## src/rtl/sobel_stream_3x3.sv

```systemverilog
// sobel_stream_3x3: streams 3x3 windows out of the window memory and computes
// the Sobel gradient magnitude |Gx|+|Gy| in a three-stage registered pipeline.
// It issues one read per output pixel, tracks each read through a valid shift
// register and emits one 8-bit result per window on pixelw/wr.
// Optional build macro: SOBEL_THRESH_EN. When it is defined, the result is
// binarised against THRESH (255 or 0). When it is not defined, the result is
// the magnitude saturated at 255.
// RD_LAT must be at least 1.
module sobel_stream_3x3 #(
    parameter int IMG_W  = 256,
    parameter int IMG_H  = 32,
    parameter int RD_LAT = 1,
    parameter int THRESH = 128
) (
    input  logic       clk,
    input  logic       rst,
    input  logic       start,
    input  logic       hold,
    input  logic [7:0] p1,
    input  logic [7:0] p2,
    input  logic [7:0] p3,
    input  logic [7:0] p4,
    input  logic [7:0] p5,
    input  logic [7:0] p6,
    input  logic [7:0] p7,
    input  logic [7:0] p8,
    input  logic [7:0] p9,
    output logic       rd,
    output logic [7:0] pixelw,
    output logic       wr,
    output logic       busy,
    output logic       done
);

    localparam int TOTAL = IMG_W * IMG_H;
    localparam int CW    = $clog2(TOTAL) + 1;
    localparam int VD    = RD_LAT + 3;

    typedef enum logic [1:0] {IDLE, READ, DRAIN, DONE} state_t;

    state_t          r_state;
    state_t          w_nextState;
    logic            w_rd;
    logic            w_busy;
    logic            w_done;
    logic [CW-1:0]   r_rdCnt;
    logic [CW-1:0]   r_wrCnt;
    logic [CW-1:0]   w_wrCntNext;
    logic [VD-1:0]   r_vld;

    logic [9:0]      r_gxp;
    logic [9:0]      r_gxn;
    logic [9:0]      r_gyp;
    logic [9:0]      r_gyn;
    logic [9:0]      r_absX;
    logic [9:0]      r_absY;
    logic [7:0]      r_pix;

    logic [9:0]      w_gxp;
    logic [9:0]      w_gxn;
    logic [9:0]      w_gyp;
    logic [9:0]      w_gyn;
    logic signed [10:0] w_gx;
    logic signed [10:0] w_gy;
    logic [9:0]      w_absX;
    logic [9:0]      w_absY;
    logic [10:0]     w_sum;
    logic [7:0]      w_result;

    // A write in the current cycle already counts toward the total, so the
    // FSM can leave DRAIN on the cycle that carries the final write.
    assign w_wrCntNext = r_wrCnt + CW'(r_vld[VD-1]);

    // State register
    always_ff @(posedge clk or posedge rst) begin
        if (rst) begin
            r_state <= IDLE;
        end else begin
            r_state <= w_nextState;
        end
    end

    // Next-state and control outputs; rd is gated combinationally by hold
    always_comb begin
        w_nextState = r_state;
        w_rd        = 1'b0;
        w_busy      = 1'b0;
        w_done      = 1'b0;
        case (r_state)
            IDLE: begin
                if (start) begin
                    w_nextState = READ;
                end
            end
            READ: begin
                w_busy = 1'b1;
                w_rd   = !hold;
                if (w_rd && (r_rdCnt == CW'(TOTAL - 1))) begin
                    w_nextState = DRAIN;
                end
            end
            DRAIN: begin
                w_busy = 1'b1;
                if (w_wrCntNext == CW'(TOTAL)) begin
                    w_nextState = DONE;
                end
            end
            DONE: begin
                w_done      = 1'b1;
                w_nextState = IDLE;
            end
            default: begin
                w_nextState = IDLE;
            end
        endcase
    end

    // Read and write counters, cleared when a new frame is accepted
    always_ff @(posedge clk or posedge rst) begin
        if (rst) begin
            r_rdCnt <= '0;
            r_wrCnt <= '0;
        end else if ((r_state == IDLE) && start) begin
            r_rdCnt <= '0;
            r_wrCnt <= '0;
        end else begin
            if (w_rd) begin
                r_rdCnt <= r_rdCnt + 1'b1;
            end
            if (r_vld[VD-1]) begin
                r_wrCnt <= r_wrCnt + 1'b1;
            end
        end
    end

    // Valid shift register: bit k is rd delayed by k+1 cycles
    always_ff @(posedge clk or posedge rst) begin
        if (rst) begin
            r_vld <= '0;
        end else begin
            r_vld <= {r_vld[VD-2:0], w_rd};
        end
    end

    assign w_gxp = 10'(p3) + {1'b0, p6, 1'b0} + 10'(p9);
    assign w_gxn = 10'(p1) + {1'b0, p4, 1'b0} + 10'(p7);
    assign w_gyp = 10'(p7) + {1'b0, p8, 1'b0} + 10'(p9);
    assign w_gyn = 10'(p1) + {1'b0, p2, 1'b0} + 10'(p3);

    // Stage 1: weighted column/row sums, captured only when the window is valid
    always_ff @(posedge clk or posedge rst) begin
        if (rst) begin
            r_gxp <= '0;
            r_gxn <= '0;
            r_gyp <= '0;
            r_gyn <= '0;
        end else if (r_vld[RD_LAT-1]) begin
            r_gxp <= w_gxp;
            r_gxn <= w_gxn;
            r_gyp <= w_gyp;
            r_gyn <= w_gyn;
        end
    end

    assign w_gx   = $signed({1'b0, r_gxp}) - $signed({1'b0, r_gxn});
    assign w_gy   = $signed({1'b0, r_gyp}) - $signed({1'b0, r_gyn});
    assign w_absX = w_gx[10] ? 10'(-w_gx) : w_gx[9:0];
    assign w_absY = w_gy[10] ? 10'(-w_gy) : w_gy[9:0];

    // Stage 2: absolute gradients, free-running
    always_ff @(posedge clk or posedge rst) begin
        if (rst) begin
            r_absX <= '0;
            r_absY <= '0;
        end else begin
            r_absX <= w_absX;
            r_absY <= w_absY;
        end
    end

    assign w_sum = {1'b0, r_absX} + {1'b0, r_absY};

`ifdef SOBEL_THRESH_EN
    assign w_result = (w_sum >= 11'(THRESH)) ? 8'hFF : 8'h00;
`else
    assign w_result = (w_sum > 11'd255) ? 8'hFF : w_sum[7:0];
`endif

    // A threshold above the largest possible magnitude (2040) would force
    // every binarised result to 0; no hardware is generated for that case.
    generate
        if (THRESH > 2040) begin : g_threshUnreachable
        end
    endgenerate

    // Stage 3: result register, updated only for valid windows so it holds between writes
    always_ff @(posedge clk or posedge rst) begin
        if (rst) begin
            r_pix <= '0;
        end else if (r_vld[VD-2]) begin
            r_pix <= w_result;
        end
    end

    assign rd     = w_rd;
    assign busy   = w_busy;
    assign done   = w_done;
    assign wr     = r_vld[VD-1];
    assign pixelw = r_pix;

endmodule

```

## config.mk

```make
export PLATFORM = sky130hd
export DESIGN_NAME = sobel_stream_3x3
export DESIGN_NICKNAME = d
export VERILOG_FILES = /design/src/rtl/sobel_stream_3x3.sv
export SDC_FILE = /design/constraint.sdc
export NUM_CORES = 1
export LEC_CHECK = 0
export CAP_MARGIN = 20
export CORE_ASPECT_RATIO = 1.2
export CORE_MARGIN = 2
export CORE_UTILIZATION = 53
export CTS_BUF_LIST = sky130_fd_sc_hd__clkbuf_2
export DETAILED_ROUTE_END_ITERATION = 8
export PLACE_DENSITY = 0.79
export SLEW_MARGIN = 30
export SYNTH_ARGS = -nofsm -noshare
export SYNTH_HDL_FRONTEND = slang
export SYNTH_SLANG_ARGS = --single-unit
export TNS_END_PERCENT = 5
```

## constraint.sdc

```tcl
create_clock -name clk -period 3.5 [get_ports clk]
set_input_delay 0.7 -clock clk [delete_from_list [all_inputs] [get_ports clk]]
set_output_delay 0.7 -clock clk [all_outputs]
set_load 0.01 [all_outputs]
```

==> flow_summary.json, run 1 <==
{
  "status": "finished, final reports clean",
  "cts_max_path_buffers": 2,
  "power_density_nw_per_um2": 700,
  "start_kind": "input port",
  "postCtsSetupRepairBufs": 0,
  "gp_congestion": 0.854,
  "clkTransAtPathRegs_ns": 0.29,
  "wl_um": 15400,
  "syn2layout_area_growth_pct": 16.2,
  "timing.hold.ws_ns": 0.383,
  "ys_top_cells_by_area": "dfrtp_1 (34%), ha_1 (13%), fa_1 (9.3%)",
  "synth_seq_cells": 102,
  "avgRoutedWirePerCell_um": 14.8,
  "yosysUniqueCellTypes": 63,
  "worstSkewPairLatency_ns": 0.62,
  "finClkSkew_ns": 0.0414,
  "avgSynthCellArea_um2": 9.78,
  "dp_hpwl_um": 12400,
  "fmax_ghz": 0.331,
  "finish.net_count": 1052,
  "hp-class": "in -> async",
  "synthesis.nets": 960,
  "drc_errors": 0,
  "end_kind": "register",
  "ys_top_cells_by_count": "dfrtp_1 (102), nor2_1 (85), ha_1 (77)",
  "synth.cell_area_um2": 7550,
  "antenna_found_initial": 1,
  "dp_cells": 1024,
  "yosys_warnings": 0,
  "total_power_mw": 6.14,
  "start_util_pct": 54.4,
  "synth_top_area_share_pct": 33.8,
  "synth_area_leader_cell": "dfrtp_1",
  "worst-setup-path-type": "in -> reg",
  "cts_tree": "done",
  "finalCriticalPeriod_ns": 3.02,
  "rsz0062_at_grt": "no",
  "critPathMaxStageDelay_ns": 0.56,
  "yosysMostFrequentCell": "dfrtp_1",
  "viasPerCell": 5.42,
  "vias": 5644,
  "drt_iter0_markers": 204,
  "cp_cell_sequence": "clkdlybuf4s50_1, fa_1, ha_1, inv_1, fa_1, nor2b_1, o21ai_0, a21boi_0, o21ai_0, a21boi_0, o21ai_0, a31oi_1",
  "drv_slew": 0,
  "crit_fanout": 2,
  "p_leak_nw": 4.02,
  "critPathRequiredTime_ns": 4.06,
  "hold_viol": 0,
  "stdcell_count": 1041,
  "portBuffers": 79,
  "ant_nets": 0,
  "grt_pass1_vias": 5725,
  "dieArea_um2": 15200,
  "finalCritPeriodShare_pct": 86.2,
  "track_usage_pct": 21.8,
  "ios": 88,
  "grt_overflow_total": 0,
  "rows": 47,
  "drt_pass1_iterations": 4,
  "root_buffer": "clkbuf_2",
  "cts.sinks": 102,
  "htree_levels": 3,
  "synth-async-reset-ratio_pct": 100,
  "worst_pin_slew_ns": 0.554,
  "setup_viol": 0,
  "drive_above_1_share_pct": 7.83,
  "die_w_um": 113,
  "crit_slowest_cell": "fa_1",
  "ir_drop_v": 0.000291,
  "worstPathArrival_ns": 3.57,
  "cts-hold-fix-buffers": 0,
  "die_h_um": 135,
  "cts_resized": 0,
  "reg2regPathDepth": 11,
  "timing.slew.headroom_pct": 62.0,
  "r2r_setup_slack_ns": 0.70,
  "grt_pass1_wl_um": 26700,
  "design.core.area_um2": 13900,
  "cp_common_cell": "o21ai_0",
  "synth-edff-count": 0,
  "dpl_worst_slack_ns": -0.173,
  "maxCapViolations": 0,
  "synthFlopType": "dfrtp_1",
  "layout_setup_ws_ns": 0.482,
  "grt_max_degree": 54,
  "synth-seq-area-share_pct": 33.8,
  "synthCells": 772,
  "cts_buffers": 9
}
[final timing paths]
| path | start | to |
|---|---|---|
| worst min register to register | r_vld[1] | r_vld[2] |
| worst max register to register | r_gxp[0] | r_absX[9] |
| max in group asynchronous | rst | r_gxp[1] |
| worst min-delay path | rst | r_wrCnt[7] |
| worst max-delay path | p1[1] | r_gyn[9] |
| min in group clk | r_vld[1] | r_vld[2] |
[cell type report]
cell class              instances  area [um^2]
flip-flops and latches        102         2550
clock buffers                  11         55.1
diodes                          1         2.50
clock inverters                 5         57.6
inverters                      68          258
well taps                     171          214
multi-input cells             582         4660
fillers                      1125         5110
repair buffers                101          968
[state kept, by name, indices dropped and copies added, names as in the netlist]
register / flops
r_gxp: 10
r_wrCnt: 14
r_state: 2
pixelw: 8
r_gxn: 10
r_absX: 10
r_vld: 4
r_absY: 10
r_gyn: 10
r_rdCnt: 14
r_gyp: 10
[per-layer routing]
metal,GRT usage (%),part of all wire [%],up-vias
met5,0,0,-
met4,6.78,2.0,0
met3,3.37,3.2,26
met2,38.0,50,109
met1,28.1,44,2678
li1,-,-,2831
[critical path: cells and delay by family]
kind / cells / cell delay (ns)
AO/OA/AOI/OAI: 6 / 1.03
buffers and inverters: 2 / 0.55
AND/OR/NAND/NOR: 1 / 0.13
adder cells (fa/ha/maj): 3 / 1.16
[through the flow]
step | util (%) | cell area, um^2 | setup TNS (ns)
finish | 63.2 | 8770 | 0
global route | 63.2 | 8770 | 0
CTS | 63.2 | 8770 | 0
detailed placement | 62.4 | 8660 | -0.859
global placement | 62.4 | 8660 | -0.422
floorplan | - | 7550 | 0
[placed cells by master, fill, tap and decap left out, types with 8 or more instances in the layout]
cell type and instances:
dfrtp_1 101, nor2_1 85, clkdlybuf4s50_1 79, ha_1 77, inv_1 67, nand2_1 46, xnor2_1 40, xor2_1 39
o21ai_0 37, fa_1 35, a21oi_1 24, buf_4 21, a21o_1 17, a31oi_1 16, mux2_2 15, nor2b_1 13
nand3_1 12, nor3_1 11, clkbuf_2 11, nand4_1 10, and3_1 10, mux2i_1 9, a21boi_0 8
[logic make-up (layout without fill, tap and decap cells)]
logic type,count (synthesis),count (layout),synth area share (%)
mux,25,25,3.63
simple gates,227,227,14.7
other cells,0,1,0
buf+inv,88,185,4.46
flops,102,102,33.8
compound gates,139,139,12.2
xor+xnor,79,79,9.16
fa+ha+maj,112,112,22.0
[report_power, final]
group | internal, mW | leakage (nW) | total [mW] | switching (mW)
logic | 1.74 | 2.75 | 3.67 | 1.93
registers | 1.60 | 1.19 | 1.90 | 0.305
clock network | 0.173 | 0.0763 | 0.568 | 0.395
total | 3.51 | 4.02 | 6.14 | 2.63
No activity file was read; power rests on OpenSTA's default activity.
==> run 2: changes to the inputs <==
--- a/config.mk
+++ b/config.mk
@@ -11,7 +11,7 @@
 export CORE_UTILIZATION = 53
 export CTS_BUF_LIST = sky130_fd_sc_hd__clkbuf_2
 export DETAILED_ROUTE_END_ITERATION = 8
-export PLACE_DENSITY = 0.79
+export PLACE_DENSITY_LB_ADDON = 0.2
 export SLEW_MARGIN = 30
 export SYNTH_ARGS = -nofsm -noshare
 export SYNTH_HDL_FRONTEND = slang
==> run 2 against run 1 <==
  * The run now ends with DRC left
  * Setup slack worse by 0.12 ns
  * Die area did not move
  * Via count increased by 1.2%
  * Critical path depth up 1
  * Global-route usage increased by 0.21 points
  * Clock power grew 2%
  * Utilization down 0.27 points
  * Sequential power barely moved
  * First-iteration DRC count down 0.49%
==> flow_summary.json, run 2 (same netlist as run 1, synthesis figures left out) <==
{
  "status": "finished, violations left",
  "violations": "DRC",
  "grt_pass1_wl_um": 27000,
  "final_cell_mix": "dfrtp_1 (101), nor2_1 (85), clkdlybuf4s50_1 (79)",
  "antenna_found_initial": 1,
  "fmax_ghz": 0.319,
  "drv_slew": 0,
  "p_leak_nw": 3.99,
  "syn2layout_area_growth_pct": 15.7,
  "track_usage_pct": 22.0,
  "rows": 47,
  "viasPerCell": 5.52,
  "ir_drop_v": 0.000314,
  "maxCapViolations": 0,
  "drive_above_1_share_pct": 7.19,
  "wl_um": 15800,
  "die_w_um": 113,
  "cts_tree": "done",
  "portBuffers": 79,
  "start_util_pct": 54.4,
  "cts.sinks": 102,
  "final_common_cell": "dfrtp_1",
  "drt_iter0_markers": 203,
  "grt_pass1_vias": 5726,
  "timing.slew.headroom_pct": 54.2,
  "ios": 88,
  "finish.net_count": 1045,
  "setup_viol": 0,
  "total_power_mw": 6.16,
  "timing.hold.ws_ns": 0.391,
  "crit_fanout": 2,
  "vias": 5709,
  "rsz0062_at_grt": "no",
  "worstPathArrival_ns": 3.68,
  "ant_nets": 0,
  "htree_levels": 3,
  "grt_overflow_total": 0,
  "hp-class": "reg -> reg",
  "die_h_um": 135,
  "postCtsSetupRepairBufs": 0,
  "finClkSkew_ns": 0.0451,
  "dieArea_um2": 15200,
  "reg_top3": "r_rdCnt: 14 flops, r_wrCnt: 14 flops",
  "critPathRequiredTime_ns": 4.05,
  "dp_hpwl_um": 12700,
  "power_density_nw_per_um2": 705,
  "avgRoutedWirePerCell_um": 15.2,
  "hold_viol": 0,
  "finalCritPeriodShare_pct": 89.5,
  "finalCriticalPeriod_ns": 3.13,
  "end_kind": "register",
  "root_buffer": "clkbuf_2",
  "cts_max_path_buffers": 2,
  "seq_area_um2": 2550,
  "cts-hold-fix-buffers": 0,
  "gp_congestion": 0.850,
  "start_kind": "input port",
  "worst-setup-path-type": "in -> reg",
  "fillers": 1165,
  "drt_pass1_iterations": 7,
  "design.core.area_um2": 13900,
  "worstSkewPairLatency_ns": 0.60,
  "grt_max_degree": 69,
  "drc_errors": 1,
  "cts_resized": 0,
  "worst_pin_slew_ns": 0.687,
  "cts_buffers": 9,
  "clkTransAtPathRegs_ns": 0.32,
  "multiInputGateArea_um2": 4660
}
-- run 2: cell types whose count changed in the layout (fill, tap and decap cells not counted), sizes merged --
cell	delta
buf	-7
inv	+4
clkbuf	-2
bufinv	-1
clkinv	-1
-- run 2: cell type report --
type,count,area share [%]
antenna,1,0.0287
tap,171,2.45
timing repair buffer,94,10.5
inverter,68,2.95
clock buffer,9,0.516
clock inverter,7,0.931
multi-input combinational,582,53.4
sequential,102,29.2
-- run 2: where the power goes --
part,switching [mW],internal (mW)
Sequential,0.306,1.60
Clock,0.454,0.127
Combinational,1.95,1.72
Total,2.71,3.45
-- run 2: worst paths after layout --
path                       startpoint          end  slack, ns  depth (start not counted)
setup / recovery                p9[1]     r_gxp[9]       0.37                         13
setup reg to reg             r_gxp[0]    r_absX[9]       0.64                         11
hold / removal               r_vld[1]     r_vld[2]       0.39                          0
hold reg to reg              r_vld[1]     r_vld[2]       0.39                          0
max in group asynchronous         rst     r_gxn[8]       2.34                          3
min in group asynchronous         rst  r_rdCnt[13]       0.43                          2
-- run 2: stage by stage --
| step | instance area (um^2) | utilization (%) | std cells | TNS, ns | worst slack, ns |
|---|---|---|---|---|---|
| final | 8730 | 62.9 | 1034 | 0 | 0.367 |
| after global routing | 8730 | 62.9 | 1034 | 0 | 0.0834 |
| after CTS | 8730 | 62.9 | 1033 | 0 | 0.432 |
| after detailed placement | 8600 | 62.0 | 1017 | -1.13 | -0.220 |
| after global placement | 8600 | 62.0 | 1017 | -0.385 | -0.139 |
| after floorplan | 7550 | - | 772 | 0 | 0.125 |
-- run 2: layer usage --
| layer | wire length, um | global-route usage [%] | vias up | part of all wire [%] |
|---|---|---|---|---|
| li1 | - | - | 2818 | - |
| met1 | 6820 | 27.5 | 2769 | 43 |
| met2 | 8150 | 40.2 | 108 | 52 |
| met3 | 586 | 3.50 | 14 | 3.7 |
| met4 | 198 | 5.08 | 0 | 1.3 |
| met5 | 0 | 0 | - | 0 |
-- run 2: worst max-delay path, cell delays in order --
cell	delay, ns
clkdlybuf4s50_1	0.45
buf_4	0.16
fa_1	0.48
ha_1	0.20
inv_1	0.08
fa_1	0.41
nor2b_1	0.12
o21ai_0	0.11
a21boi_0	0.25
o21ai_0	0.15
a21boi_0	0.27
o21ai_0	0.13
a31oi_1	0.17
==> run 3: changes to the inputs <==
--- a/config.mk
+++ b/config.mk
@@ -8,9 +8,10 @@
 export CAP_MARGIN = 20
 export CORE_ASPECT_RATIO = 1.2
 export CORE_MARGIN = 2
-export CORE_UTILIZATION = 53
+export CORE_UTILIZATION = 59
 export CTS_BUF_LIST = sky130_fd_sc_hd__clkbuf_2
 export DETAILED_ROUTE_END_ITERATION = 8
+export GPL_TIMING_DRIVEN = 0
 export PLACE_DENSITY_LB_ADDON = 0.2
 export SLEW_MARGIN = 30
 export SYNTH_ARGS = -nofsm -noshare
==> constraint.sdc (replaced) <==
create_clock -name clk -period 3.58 [get_ports clk]
set_input_delay 0.716 -clock clk [delete_from_list [all_inputs] [get_ports clk]]
set_output_delay 0.716 -clock clk [all_outputs]
set_load 0.01 [all_outputs]
==> run 3 against run 2 <==
  * The flow now finishes without violations
  * Critical endpoint is now r_gyp[7]
  * Sequential share of layout area is 0.11 points higher
  * Largest cell class unchanged
  * Count of clock-buffer cells in the layout stayed put
  * Critical path depth is 1 lower
==> flow_summary.json, run 3 (same netlist as run 1, synthesis figures left out) <==
{
  "critPathRequiredTime_ns": 4.09,
  "reg_top3": "r_rdCnt: 14 flops, r_wrCnt: 14 flops",
  "dp_cells": 1016,
  "die_w_um": 107,
  "worst_pin_slew_ns": 0.750,
  "rsz0062_at_grt": "no",
  "grt_overflow_total": 0,
  "antenna_found_initial": 1,
  "drt_iter0_markers": 205,
  "dieArea_um2": 13700,
  "power_density_nw_per_um2": 692,
  "ir_drop_v": 0.000376,
  "ant_nets": 0,
  "portBuffers": 79,
  "start_kind": "input port",
  "worstSkewPairLatency_ns": 0.60,
  "seq_area_um2": 2550,
  "finalCritPeriodShare_pct": 90.4,
  "crit_path_start": "p7[1]",
  "setup_viol": 0,
  "hold_viol": 0,
  "cts-hold-fix-buffers": 0,
  "maxCapViolations": 0,
  "root_buffer": "clkbuf_2",
  "status": "finished, final reports clean",
  "drive_above_1_share_pct": 5.88,
  "fmax_ghz": 0.309,
  "syn2layout_area_growth_pct": 15.2,
  "timing.slew.headroom_pct": 50.0,
  "grt_max_degree": 72,
  "fillers": 975,
  "dp_hpwl_um": 13200,
  "gp_congestion": 0.880,
  "wl_um": 16200,
  "viasPerCell": 5.59,
  "drv_slew": 0,
  "crit_fanout": 2,
  "total_power_mw": 6.02,
  "postCtsSetupRepairBufs": 0,
  "worst-setup-path-type": "in -> reg",
  "drc_errors": 0,
  "grt_pass1_wl_um": 27400,
  "post_dp_cell_area_um2": 8580,
  "stdcell_count": 1033,
  "rows": 45,
  "cts_max_path_buffers": 2,
  "cts_tree": "done",
  "start_util_pct": 60.1,
  "finClkSkew_ns": 0.0293,
  "p_leak_nw": 3.95,
  "ios": 88,
  "track_usage_pct": 25.1,
  "r2r_start": "r_gxp[0]",
  "end_kind": "register",
  "cts_buffers": 9,
  "finalCriticalPeriod_ns": 3.23,
  "final_cell_mix": "dfrtp_1 (102), nor2_1 (85), clkdlybuf4s50_1 (79)",
  "hp-class": "in -> async",
  "final_common_cell": "dfrtp_1",
  "htree_levels": 3,
  "finish.net_count": 1051,
  "clkTransAtPathRegs_ns": 0.29,
  "cts_resized": 0,
  "multiInputGateArea_um2": 4660,
  "cts.sinks": 102,
  "fin_area_um2": 8700,
  "avgRoutedWirePerCell_um": 15.7,
  "vias": 5772,
  "grt_pass1_vias": 6031,
  "worstPathArrival_ns": 3.74,
  "die_h_um": 128,
  "design.core.area_um2": 12600,
  "drt_pass1_iterations": 5
}
[run 3: changes by cell type in the layout (fill, tap and decap cells not counted), moves of 2 or more]
cell and change:
buf_4 -14, clkbuf_1 +10, buf_1 +5, buf_2 +5, clkinvlp_4 +2
[run 3: final timing paths]
path / endpoint / slack (ns) / cells past startpoint
worst min register to register: r_vld[3] / 0.42 / 0
worst max register to register: r_absX[9] / 0.69 / 11
min in group clk: r_vld[3] / 0.42 / 0
max in group asynchronous: r_gxn[5] / 2.53 / 3
worst max-delay path: r_gyp[7] / 0.35 / 12
worst min-delay path: r_absY[1] / 0.42 / 2
[run 3: power by group]
group          leakage [nW]  total [mW]  switching (mW)  internal, mW
clock network        0.0638       0.534           0.425         0.110
logic                  2.69        3.68            1.99          1.68
registers              1.19        1.81           0.246          1.56
total                  3.95        6.02            2.66          3.35
[run 3: per-layer routing]
metal | global-route usage [%] | vias to the layer above | part of all wire [%]
li1 | - | 2834 | -
met1 | 30.7 | 2748 | 42
met2 | 44.8 | 156 | 51
met3 | 3.81 | 34 | 4.3
met4 | 8.94 | 0 | 2.6
met5 | 0 | - | 0
[run 3: through the flow]
stage	util [%]	TNS (ns)	hold WS (ns)	setup slack, ns
2_1_floorplan	-	0	0.331	0.189
3_3_place_gp	68.1	-122.99	0.364	-1.21
3_5_place_dp	68.3	-0.451	0.366	-0.240
4_1_cts	69.2	0	0.415	0.391
5_1_grt	69.3	0	0.399	0.174
6_report	69.3	0	0.419	0.345
[run 3: worst max-delay path, stage by stage]
cell and delay [ns]:
clkdlybuf4s50_1 0.47, fa_1 0.57, ha_1 0.23, inv_1 0.07, fa_1 0.41, nor2b_1 0.12, o21ai_0 0.12, a21boi_0 0.29
o21ai_0 0.14, a21boi_0 0.25, nor2_1 0.09, mux2_2 0.26
[run 3: final cells by class]
type	instances	area share, %
antenna	1	0.0288
buffer	20	0.935
clock buffer	9	0.518
clock inverter	7	0.791
inverter	68	2.99
multi-input combinational	582	53.6
sequential	102	29.4
tap	164	2.36
timing repair buffer	80	9.41
